===== src/rtl/data_bus_responder_pkg.sv =====
// ---------------------------------------------------------------------------
// data_bus_responder_pkg
// Shared definitions for the data-space responder: FSM state encodings and
// the default window base/depth constants.  The CPU stack start uses the
// same constants, so the two always agree on where data memory sits.
// No ports (package).
// ---------------------------------------------------------------------------
package data_bus_responder_pkg;

    localparam int DBR_DEFAULT_BASE  = 0;
    localparam int DBR_DEFAULT_DEPTH = 64;
    localparam int DBR_WAIT_W        = 4;

    typedef enum logic [1:0] {
        DBR_CLEAR = 2'd0,
        DBR_IDLE  = 2'd1,
        DBR_WAIT  = 2'd2,
        DBR_RESP  = 2'd3
    } dbr_state_e;

endpackage


===== src/rtl/dbr_sram.sv =====
// ---------------------------------------------------------------------------
// dbr_sram
// Single-port synchronous byte array with a registered read.  The read
// register returns zero whenever no read is requested, so the owner can
// drive it straight onto a bus that must idle at zero.
// Ports:
//   clk    in  : clock, rising edge
//   reset  in  : synchronous active-high reset (read register only)
//   we     in  : write enable, mem[addr] <= wdata on the edge
//   re     in  : read enable, rdata <= mem[addr] on the edge, else 0
//   addr   in  : word index
//   wdata  in  : write data
//   rdata  out : registered read data
// ---------------------------------------------------------------------------
module dbr_sram #(
    parameter int DATA_WIDTH = 8,
    parameter int ADDR_WIDTH = 6
) (
    input  logic                  clk,
    input  logic                  reset,
    input  logic                  we,
    input  logic                  re,
    input  logic [ADDR_WIDTH-1:0] addr,
    input  logic [DATA_WIDTH-1:0] wdata,
    output logic [DATA_WIDTH-1:0] rdata
);

    logic [DATA_WIDTH-1:0] mem_r [2**ADDR_WIDTH];
    logic [DATA_WIDTH-1:0] rdata_r;

    // Array write port; contents are established by the owner's clear sweep.
    always_ff @(posedge clk) begin
        if (we) begin
            mem_r[addr] <= wdata;
        end
    end

    // Registered read that parks at zero when no read is requested.
    always_ff @(posedge clk) begin
        if (reset) begin
            rdata_r <= {DATA_WIDTH{1'b0}};
        end else if (re) begin
            rdata_r <= mem_r[addr];
        end else begin
            rdata_r <= {DATA_WIDTH{1'b0}};
        end
    end

    assign rdata = rdata_r;

endmodule


===== src/rtl/data_bus_responder.sv =====
// ---------------------------------------------------------------------------
// data_bus_responder
// Byte-wide data-space responder for the CPU data bus.  Accepts one req/ack
// transaction at a time, inserts WAIT_STATES extra cycles, flags addresses
// outside [BASE_ADDR, BASE_ADDR+MEM_DEPTH) with err, and zero-fills the
// array after every reset (busy high during the sweep).
// Ports:
//   clk, reset  in  : clock and synchronous active-high reset
//   req         in  : request, held until ack
//   we          in  : 1 = write, 0 = read
//   addr        in  : byte address
//   wdata       in  : write data
//   ack         out : one-cycle completion pulse
//   rdata       out : read data, valid with ack on in-range reads, else 0
//   err         out : out-of-range indication, with ack
//   busy        out : clear sweep in progress, requests ignored
//   txn_count   out : completed transactions (wrapping)
// ---------------------------------------------------------------------------
module data_bus_responder
    import data_bus_responder_pkg::*;
#(
    parameter int DATA_WIDTH   = 8,
    parameter int D_ADDR_WIDTH = 16,
    parameter int MEM_DEPTH    = DBR_DEFAULT_DEPTH,
    parameter int BASE_ADDR    = DBR_DEFAULT_BASE,
    parameter int WAIT_STATES  = 1
) (
    input  logic                    clk,
    input  logic                    reset,
    input  logic                    req,
    input  logic                    we,
    input  logic [D_ADDR_WIDTH-1:0] addr,
    input  logic [DATA_WIDTH-1:0]   wdata,
    output logic                    ack,
    output logic [DATA_WIDTH-1:0]   rdata,
    output logic                    err,
    output logic                    busy,
    output logic [15:0]             txn_count
);

    localparam int IDX_W = $clog2(MEM_DEPTH);
    localparam logic [D_ADDR_WIDTH-1:0] BASE_W   = D_ADDR_WIDTH'(BASE_ADDR);
    localparam logic [D_ADDR_WIDTH-1:0] DEPTH_W  = D_ADDR_WIDTH'(MEM_DEPTH);
    localparam logic [IDX_W-1:0]        LAST_IDX = IDX_W'(MEM_DEPTH - 1);
    localparam logic [DBR_WAIT_W-1:0]   WAIT_LOAD = DBR_WAIT_W'(WAIT_STATES - 1);
    localparam logic                    NO_WAIT  = (WAIT_STATES == 0);

    dbr_state_e              state_r;
    logic                    we_r;
    logic [D_ADDR_WIDTH-1:0] addr_r;
    logic [DATA_WIDTH-1:0]   wdata_r;
    logic [DBR_WAIT_W-1:0]   wait_cnt_r;
    logic [IDX_W-1:0]        clr_idx_r;
    logic                    ack_r;
    logic                    err_r;
    logic                    busy_r;
    logic [15:0]             txn_count_r;

    logic                    txn_we_s;
    logic [D_ADDR_WIDTH-1:0] txn_addr_s;
    logic [DATA_WIDTH-1:0]   txn_wdata_s;
    logic [D_ADDR_WIDTH-1:0] offset_s;
    logic                    in_range_s;
    logic                    enter_resp_s;
    logic                    mem_we_s;
    logic                    mem_re_s;
    logic [IDX_W-1:0]        mem_addr_s;
    logic [DATA_WIDTH-1:0]   mem_wdata_s;
    logic [DATA_WIDTH-1:0]   mem_rdata_s;

    // Transaction view: live bus in IDLE (needed when there are no wait
    // states), latched copy afterwards so later bus changes are ignored.
    always_comb begin
        txn_we_s    = we_r;
        txn_addr_s  = addr_r;
        txn_wdata_s = wdata_r;
        if (state_r == DBR_IDLE) begin
            txn_we_s    = we;
            txn_addr_s  = addr;
            txn_wdata_s = wdata;
        end else begin
            txn_we_s    = we_r;
            txn_addr_s  = addr_r;
            txn_wdata_s = wdata_r;
        end
        // Full-width subtraction: addresses below the base wrap to a large
        // offset and fail the compare, so nothing aliases into the window.
        offset_s   = txn_addr_s - BASE_W;
        in_range_s = (offset_s < DEPTH_W);
    end

    // Marks the edge on which the FSM moves into RESP.
    always_comb begin
        enter_resp_s = 1'b0;
        case (state_r)
            DBR_IDLE: enter_resp_s = req && NO_WAIT;
            DBR_WAIT: enter_resp_s = (wait_cnt_r == {DBR_WAIT_W{1'b0}});
            default:  enter_resp_s = 1'b0;
        endcase
    end

    // SRAM port mux: clear sweep owns the array in CLEAR, otherwise the
    // transaction commits/reads on the edge entering RESP.
    always_comb begin
        mem_we_s    = 1'b0;
        mem_re_s    = 1'b0;
        mem_addr_s  = {IDX_W{1'b0}};
        mem_wdata_s = {DATA_WIDTH{1'b0}};
        if (state_r == DBR_CLEAR) begin
            mem_we_s    = 1'b1;
            mem_addr_s  = clr_idx_r;
            mem_wdata_s = {DATA_WIDTH{1'b0}};
        end else begin
            mem_we_s    = enter_resp_s && txn_we_s && in_range_s && !reset;
            mem_re_s    = enter_resp_s && !txn_we_s && in_range_s;
            mem_addr_s  = offset_s[IDX_W-1:0];
            mem_wdata_s = txn_wdata_s;
        end
    end

    dbr_sram #(
        .DATA_WIDTH (DATA_WIDTH),
        .ADDR_WIDTH (IDX_W)
    ) u_sram (
        .clk   (clk),
        .reset (reset),
        .we    (mem_we_s),
        .re    (mem_re_s),
        .addr  (mem_addr_s),
        .wdata (mem_wdata_s),
        .rdata (mem_rdata_s)
    );

    // Control FSM with registered ack/err/busy and the transaction counter.
    always_ff @(posedge clk) begin
        if (reset) begin
            state_r     <= DBR_CLEAR;
            clr_idx_r   <= {IDX_W{1'b0}};
            busy_r      <= 1'b1;
            ack_r       <= 1'b0;
            err_r       <= 1'b0;
            txn_count_r <= 16'd0;
            we_r        <= 1'b0;
            addr_r      <= {D_ADDR_WIDTH{1'b0}};
            wdata_r     <= {DATA_WIDTH{1'b0}};
            wait_cnt_r  <= {DBR_WAIT_W{1'b0}};
        end else begin
            case (state_r)
                DBR_CLEAR: begin
                    if (clr_idx_r == LAST_IDX) begin
                        state_r <= DBR_IDLE;
                        busy_r  <= 1'b0;
                    end else begin
                        clr_idx_r <= clr_idx_r + {{(IDX_W-1){1'b0}}, 1'b1};
                    end
                end
                DBR_IDLE: begin
                    if (req) begin
                        we_r       <= we;
                        addr_r     <= addr;
                        wdata_r    <= wdata;
                        wait_cnt_r <= WAIT_LOAD;
                        if (enter_resp_s) begin
                            state_r <= DBR_RESP;
                            ack_r   <= 1'b1;
                            err_r   <= !in_range_s;
                        end else begin
                            state_r <= DBR_WAIT;
                        end
                    end
                end
                DBR_WAIT: begin
                    if (enter_resp_s) begin
                        state_r <= DBR_RESP;
                        ack_r   <= 1'b1;
                        err_r   <= !in_range_s;
                    end else begin
                        wait_cnt_r <= wait_cnt_r - {{(DBR_WAIT_W-1){1'b0}}, 1'b1};
                    end
                end
                DBR_RESP: begin
                    state_r     <= DBR_IDLE;
                    ack_r       <= 1'b0;
                    err_r       <= 1'b0;
                    txn_count_r <= txn_count_r + 16'd1;
                end
                default: begin
                    state_r   <= DBR_CLEAR;
                    clr_idx_r <= {IDX_W{1'b0}};
                    busy_r    <= 1'b1;
                    ack_r     <= 1'b0;
                    err_r     <= 1'b0;
                end
            endcase
        end
    end

    assign ack       = ack_r;
    assign err       = err_r;
    assign busy      = busy_r;
    assign rdata     = mem_rdata_s;
    assign txn_count = txn_count_r;

endmodule


===== config.mk =====
export PLATFORM = sky130hd
export DESIGN_NAME = data_bus_responder
export DESIGN_NICKNAME = d
export VERILOG_FILES = /design/src/rtl/data_bus_responder_pkg.sv /design/src/rtl/dbr_sram.sv /design/src/rtl/data_bus_responder.sv
export SDC_FILE = /design/constraint.sdc
export NUM_CORES = 1
export LEC_CHECK = 0
export CAP_MARGIN = 20
export CORE_UTILIZATION = 60
export CTS_BUF_LIST = sky130_fd_sc_hd__clkbuf_4
export DETAILED_ROUTE_END_ITERATION = 8
export DONT_BUFFER_PORTS = 1
export PLACE_DENSITY = 0.85
export REMOVE_ABC_BUFFERS = 1
export SKIP_LAST_GASP = 1
export SLEW_MARGIN = 20
export SYNTH_ARGS = -nofsm -noshare
export SYNTH_HDL_FRONTEND = slang
export SYNTH_SLANG_ARGS = --single-unit
export TNS_END_PERCENT = 100

===== constraint.sdc =====
create_clock -name clk -period 3.9 [get_ports clk]
set_input_delay 0.585 -clock clk [delete_from_list [all_inputs] [get_ports clk]]
set_output_delay 0.585 -clock clk [all_outputs]
set_load 0.02 [all_outputs]

== After elaboration in Yosys (flattened, before gate mapping) ==
Memory sizes are Yosys's and may differ from the RTL's. A register that Yosys moved wholly into a read port is not among the register bits.
Index checks and enable logic that the tools add are counted.

* Flip-flop bits (word level): 56
* RAM bits: 512
* Input bits: 28
* Output and inout port bits: 27
* Logic and storage cells: 68
* Memories: 1

* $add $sub $neg: 3
* Order comparisons: 1
* Eq/ne operators: 8
* Mux-type cells: 24
* Bitwise operators: 2
* Reduce and logical (&&, ||, !) cells: 19

{| class="wikitable"
|+ Memory list
! name !! depth !! bits a word !! read ports !! clocked after memory_dff !! wr ports !! RTL line !! text
|-
| u_sram.mem_r || 64 || 8 || 1 || 1 || 1 || dbr_sram.sv:28 || <nowiki>logic [DATA_WIDTH-1:0] mem_r [2**ADDR_WIDTH];</nowiki>
|}

{| class="wikitable"
|+ Operator list
! kind !! count
|-
| adder 16 x 1 -> 16 bit, second input constant || 1
|-
| < comparator 16 x 7 -> 1 bit, second input constant || 1
|-
| two-way mux 16 bit || 1
|-
| two-way mux 8 bit || 2
|-
| two-way mux 1 bit || 11
|-
| two-way mux 4 bit || 2
|-
| one-hot mux 2 bit (4 select lines) || 1
|-
| one-hot mux 4 bit (2 select lines) || 1
|-
| AND reduction 2 bit || 4
|-
| adder 6 x 1 -> 6 bit, second input constant || 1
|-
| == test 6 bit, second input constant || 1
|-
| two-way mux 2 bit || 3
|-
| two-way mux 6 bit || 1
|-
| != test 2 bit, second input constant || 3
|-
| one-hot mux 1 bit (3 select lines) || 2
|-
| AND reduction 3 bit || 2
|-
| logical AND 1 bit || 5
|-
| == test 2 bit, second input constant || 2
|-
| zero test 4 bit || 1
|-
| subtractor 4 x 1 -> 4 bit, second input constant || 1
|-
| zero test 1 bit || 3
|-
| nonzero test 3 bit || 1
|-
| == test 2 x 1 -> 1 bit, second input constant || 1
|-
| zero test 2 bit || 1
|-
| 4 further kinds || 5
|}

== Depth between registers and ports, before layout ==
* Depth in word-level cells: 8
* Gate-level depth with buffers: 13

== Modules after synthesis ==
A second synthesis with hierarchy kept.

* Cells, all modules: 1521
* Area total of the unflattened synthesis: 22910.7 um2

{| class="wikitable"
|+ By module, submodules not included
! module !! times used !! cells each !! area each (um2)
|-
| dbr_sram || 1 || 1185 || 20170.6
|-
| data_bus_responder || 1 || 336 || 2740.1
|}

== Least setup slack after synthesis ==
No wires, ideal clock.

* Path type: reg-to-reg
* From: register state_r[0]
* To: memory u_sram.mem_r[0][0], data pin
* Setup time: 0.499 ns
* Arrival: 2.924 ns
* Path slack: 0.477 ns
* Cell stages (with the launch flop): 8
* Period minus slack after synthesis: 3.423 ns
* Cells stage by stage: dfxtp_1 -> inv_1 -> ha_1 -> buf_4 -> buf_2 -> clkbuf_1 -> buf_1 -> nor2_1

* Cells in the longest elaborated chain, start to end: 3

{| class="wikitable"
|+ RTL lines
! what !! RTL line !! text
|-
| start, declared || data_bus_responder.sv:48 || <nowiki>dbr_state_e state_r;</nowiki>
|-
| start signal, assigned || data_bus_responder.sv:137 || <nowiki>state_r <= DBR_CLEAR;</nowiki>
|-
| start signal, assigned || data_bus_responder.sv:151 || <nowiki>state_r <= DBR_IDLE;</nowiki>
|-
| start signal, assigned || data_bus_responder.sv:164 || <nowiki>state_r <= DBR_RESP;</nowiki>
|-
| == test 2 x 1 -> 1 bit || data_bus_responder.sv:77 || <nowiki>if (state_r == DBR_IDLE) begin</nowiki>
|-
| two-way mux 8 bit || data_bus_responder.sv:77 ||
|-
| two-way mux 8 bit * || data_bus_responder.sv:109 || <nowiki>if (state_r == DBR_CLEAR) begin</nowiki>
|-
| named net mem_wdata_s[0] || data_bus_responder.sv:68 || <nowiki>logic [DATA_WIDTH-1:0] mem_wdata_s;</nowiki>
|-
| end, declared || dbr_sram.sv:28 ||
|}

The timed path passes the listed nets; every way through them passes the cells marked *.

== Worst setup path after layout ==
* From: register state_r[1]
* To: memory u_sram.mem_r[12][0], enable pin

* Cells in the longest elaborated chain, start to end: 8

{| class="wikitable"
|+ RTL lines
! what !! RTL line !! text
|-
| == test 2 x 1 -> 1 bit / == test 2 bit (equally long branches) || data_bus_responder.sv:77, data_bus_responder.sv:95 ||
|-
| two-way mux 16 bit (tied with other cells) || data_bus_responder.sv:77 ||
|-
| < comparator 16 x 7 -> 1 bit / logical AND 1 bit (equally long branches) || data_bus_responder.sv:89, data_bus_responder.sv:114 ||
|-
| logical AND 1 bit (2 in series) || data_bus_responder.sv:114 || <nowiki>mem_we_s = enter_resp_s && txn_we_s && in_range_s && !reset;</nowiki>
|-
| two-way mux 1 bit || data_bus_responder.sv:109 ||
|-
| two-way mux 1 bit || dbr_sram.sv:33 || <nowiki>if (we) begin</nowiki>
|-
| two-way mux 1 bit (implied by the code) || dbr_sram.sv:34 || <nowiki>mem_r[addr] <= wdata;</nowiki>
|}

Several ways; a longest one is shown, not always the timed one.

==> flow_summary.toml <==
[min_path]
holdPathEnd = "err"
hold_class = "input pin to flop"
hold_start = "req"
worstHoldPathCells = 3

[cells_and_area]
final_common_cell = "edfxtp_1"
final_cell_area_mm2 = 0.0262
fin_nets = 1692
layout_common_cells = "edfxtp_1 (512), clkbuf_4 (212), a22oi_1 (163)"
drive_above_1_share_pct = 25.2
post-route-util_pct = 70.9
fin_cells = 2273
synthToLayoutAreaGrowth_pct = 15.0

[drt]
final_antenna_net_count = 0
viasPerCell = 6.62
drtIter0Drc = 2437
firstDrtPassIters = 8
wl_per_cell_um = 26.4
routed_wl_mm = 60.0
drcViolationCount = 0
vias = 15000

[cts]
insertion_delay_ns = 0.85
clkTransAtPathRegs_ns = 0.08
clockRootBuffer = "clkbuf_4"
clock_path_buffers = 3
cts_tree = "built"
cts.sink_count = 576
ctsHtreeMaxLevel = 4
post_cts_buffers = 0
cts_buffers = 142

[critical_path]
startpoint_type = "flop"
worstPathArrival_ns = 4.29
endpoint_kind = "flop"
worstSetupPathType = "flop to flop"
r2r-end = "u_sram.mem_r[12][0]"
r2r-start = "state_r[1]"
cp_slowest_cell = "nand4_2"
crit_path_cell_trace = "inv_1, ha_1, nor4b_1, nand2_1, o41ai_1, nor3b_4, a21o_2, nand4_2, nor2_1, buf_4"
required_ns = 4.43
cpPeakStageDelay_ns = 0.51
worstPathMaxFanout = 8
reg2reg_slack_ns = 0.14
r2r_cells = 10

[timing]
fin_crit_ns = 3.76
rsz0062_at_grt = "no"
relSlewSlack_pct = 23.5
skew_ns = 0.0668
hold_viol_final = 0
holdWs_ns = 0.0562
setup_viol = 0
layout_worst_path_cycle_share_pct = 96.5
clock.fmax_ghz = 0.266
slew_viol_final = 0
worst_slew_pin_slew_ns = 1.14

[synth]
synth_area_per_cell_um2 = 15.7
syn_area_mm2 = 0.0228
synth_warnings = 0
synthAdderAreaFrac_pct = 0.440
synthArstFlopShare_pct = 0
synth.area.mux_share_pct = 6.99
synth_compound_area_share_pct = 11.6
synth_xor_area_share_pct = 0.731
ys_types = 58
ys_seq_elements = 576
synth_top_flop_cell = "edfxtp_1"
synth-simple-area-share_pct = 5.21
synth_cells = 1452
synth_edf_count = 512
synth_top_family_by_area = "compound AO/OA/AOI/OAI gates"
ys_seq_area_share_pct = 73.1

[floorplanning]
die_h_um = 197
rows = 70
ios = 55
core_mm2 = 0.0370
die_width_um = 197
die_area_mm2 = 0.0387
start_util_pct = 61.6

[grt]
grt_usage_pct = 31.5
grt-ovfl-total = 0
grt_pass1_wl_mm = 89.8
grt_max_degree = 65
grt_antenna_before_repair = 1
grt_pass1_vias = 15300

[power_and_ir_drop]
peakVddDrop_mv = 0.456
power.total_uw = 18300
p_per_area_mw_per_mm2 = 698
leakagePower_uw = 0.00864

[placement]
dpl.hpwl_mm = 35.3
globalplace.congestion = 0.915
dpl_cell_area_mm2 = 0.0240
dp.cells = 1989
port_buffers = 0

[outcome]
status = "complete, no violations"

[flow_run]
drv_cap = 0
==> Yosys cell counts (6+ instances only) <==
library cell    n  area (µm²)
edfxtp_1      512       15400
ha_1            8         100
xor2_1         15         131
and3_1         10        62.6
nor2_1        107         402
a41oi_1         8        70.1
a22oi_1       163        1220
buf_6           8        90.1
dfxtp_1        64        1280
buf_2          25         125
nor3_1         10        50.1
mux2_1          6        67.6
nand2b_1        6        37.5
nand2_1        96         360
o211ai_1       60         450
buf_4          10        75.1
clkbuf_1       31         116
mux2i_1        71         711
a21oi_1        39         195
a2bb2oi_1      45         394
nand4_1         9        56.3
o21ai_0         6        30.0
mux2_2         71         800
==> final cells by class <==
class	instances	area, µm²
inverters	5	18.8
diodes	1	2.50
multi-input cells	793	5780
well taps	504	631
repair buffers	138	1210
fillers	2285	10800
flip-flops and latches	576	16700
clock inverters	44	313
clock buffers	212	1590
==> metal layers <==
metal | vias to the layer above | GRT usage [%] | share of wire [%] | wire length (µm)
li1 | 6260 | - | - | -
met1 | 7201 | 39.7 | 35 | 21000
met2 | 1325 | 50.2 | 47 | 28300
met3 | 251 | 9.33 | 13 | 7990
met4 | 0 | 15.3 | 4.5 | 2720
met5 | - | 0.128 | 0 | 0
==> report_power, final <==
part           switching, µW  total, µW  internal [µW]
Clock                   2400       5230           2830
Combinational           3880       6030           2150
Sequential              98.0       7030           6930
==> per-stage QoR <==
stage / worst slack (ns) / setup TNS [ns]
after global routing: 0.00754 / 0
after CTS: 0.210 / 0
after detailed placement: 0.226 / 0
final: 0.137 / 0
after floorplan: -1.41 / -282.16
after global placement: 0.264 / 0
==> repair_timing <==
item	4_1_cts	5_1_grt
hold endpoints to repair	56	0
setup endpoints to repair	0	404
gates resized for setup	0	3
hold buffers	26	0
==> sequential cells by signal, summed over array words and instances (netlist names) <==
signal and count:
wait_cnt_r 4, addr_r 16, busy 1, u_sram.rdata 8, err 1, ack 1, clr_idx_r 6, state_r 2
txn_count 16, u_sram.mem_r 512, wdata_r 8, we_r 1
==> cell families after synthesis <==
| family | count (synthesis) |
|---|---|
| flip-flops | 576 |
| AO/OA/AOI/OAI | 351 |
| AND/OR/NAND/NOR | 266 |
| multiplexers | 149 |
| buffers and inverters | 83 |
| XOR/XNOR | 19 |
| adder cells (fa/ha/maj) | 8 |
==> worst max-delay path: cells and delay by family (launching register included) <==
family	cells	cell delay, ns
and+or+nand+nor	5	1.79
DFF	1	0.34
buffers and inverters	2	0.35
adders and majority gates	1	0.40
AOI/OAI and AO/OA	2	0.64
==> worst max path at each step <==
stage	endpoint	cells after the start	startpoint
finish	u_sram.mem_r[12][0]	10	state_r[1]
global route	u_sram.rdata[0]	11	state_r[1]
CTS	u_sram.mem_r[41][2]	11	state_r[1]
detailed placement	u_sram.rdata[0]	11	state_r[1]
global placement	u_sram.mem_r[41][5]	11	state_r[1]
floorplan	u_sram.mem_r[10][0]	7	state_r[0]
Note: power is estimated with default switching activity, not from simulation.
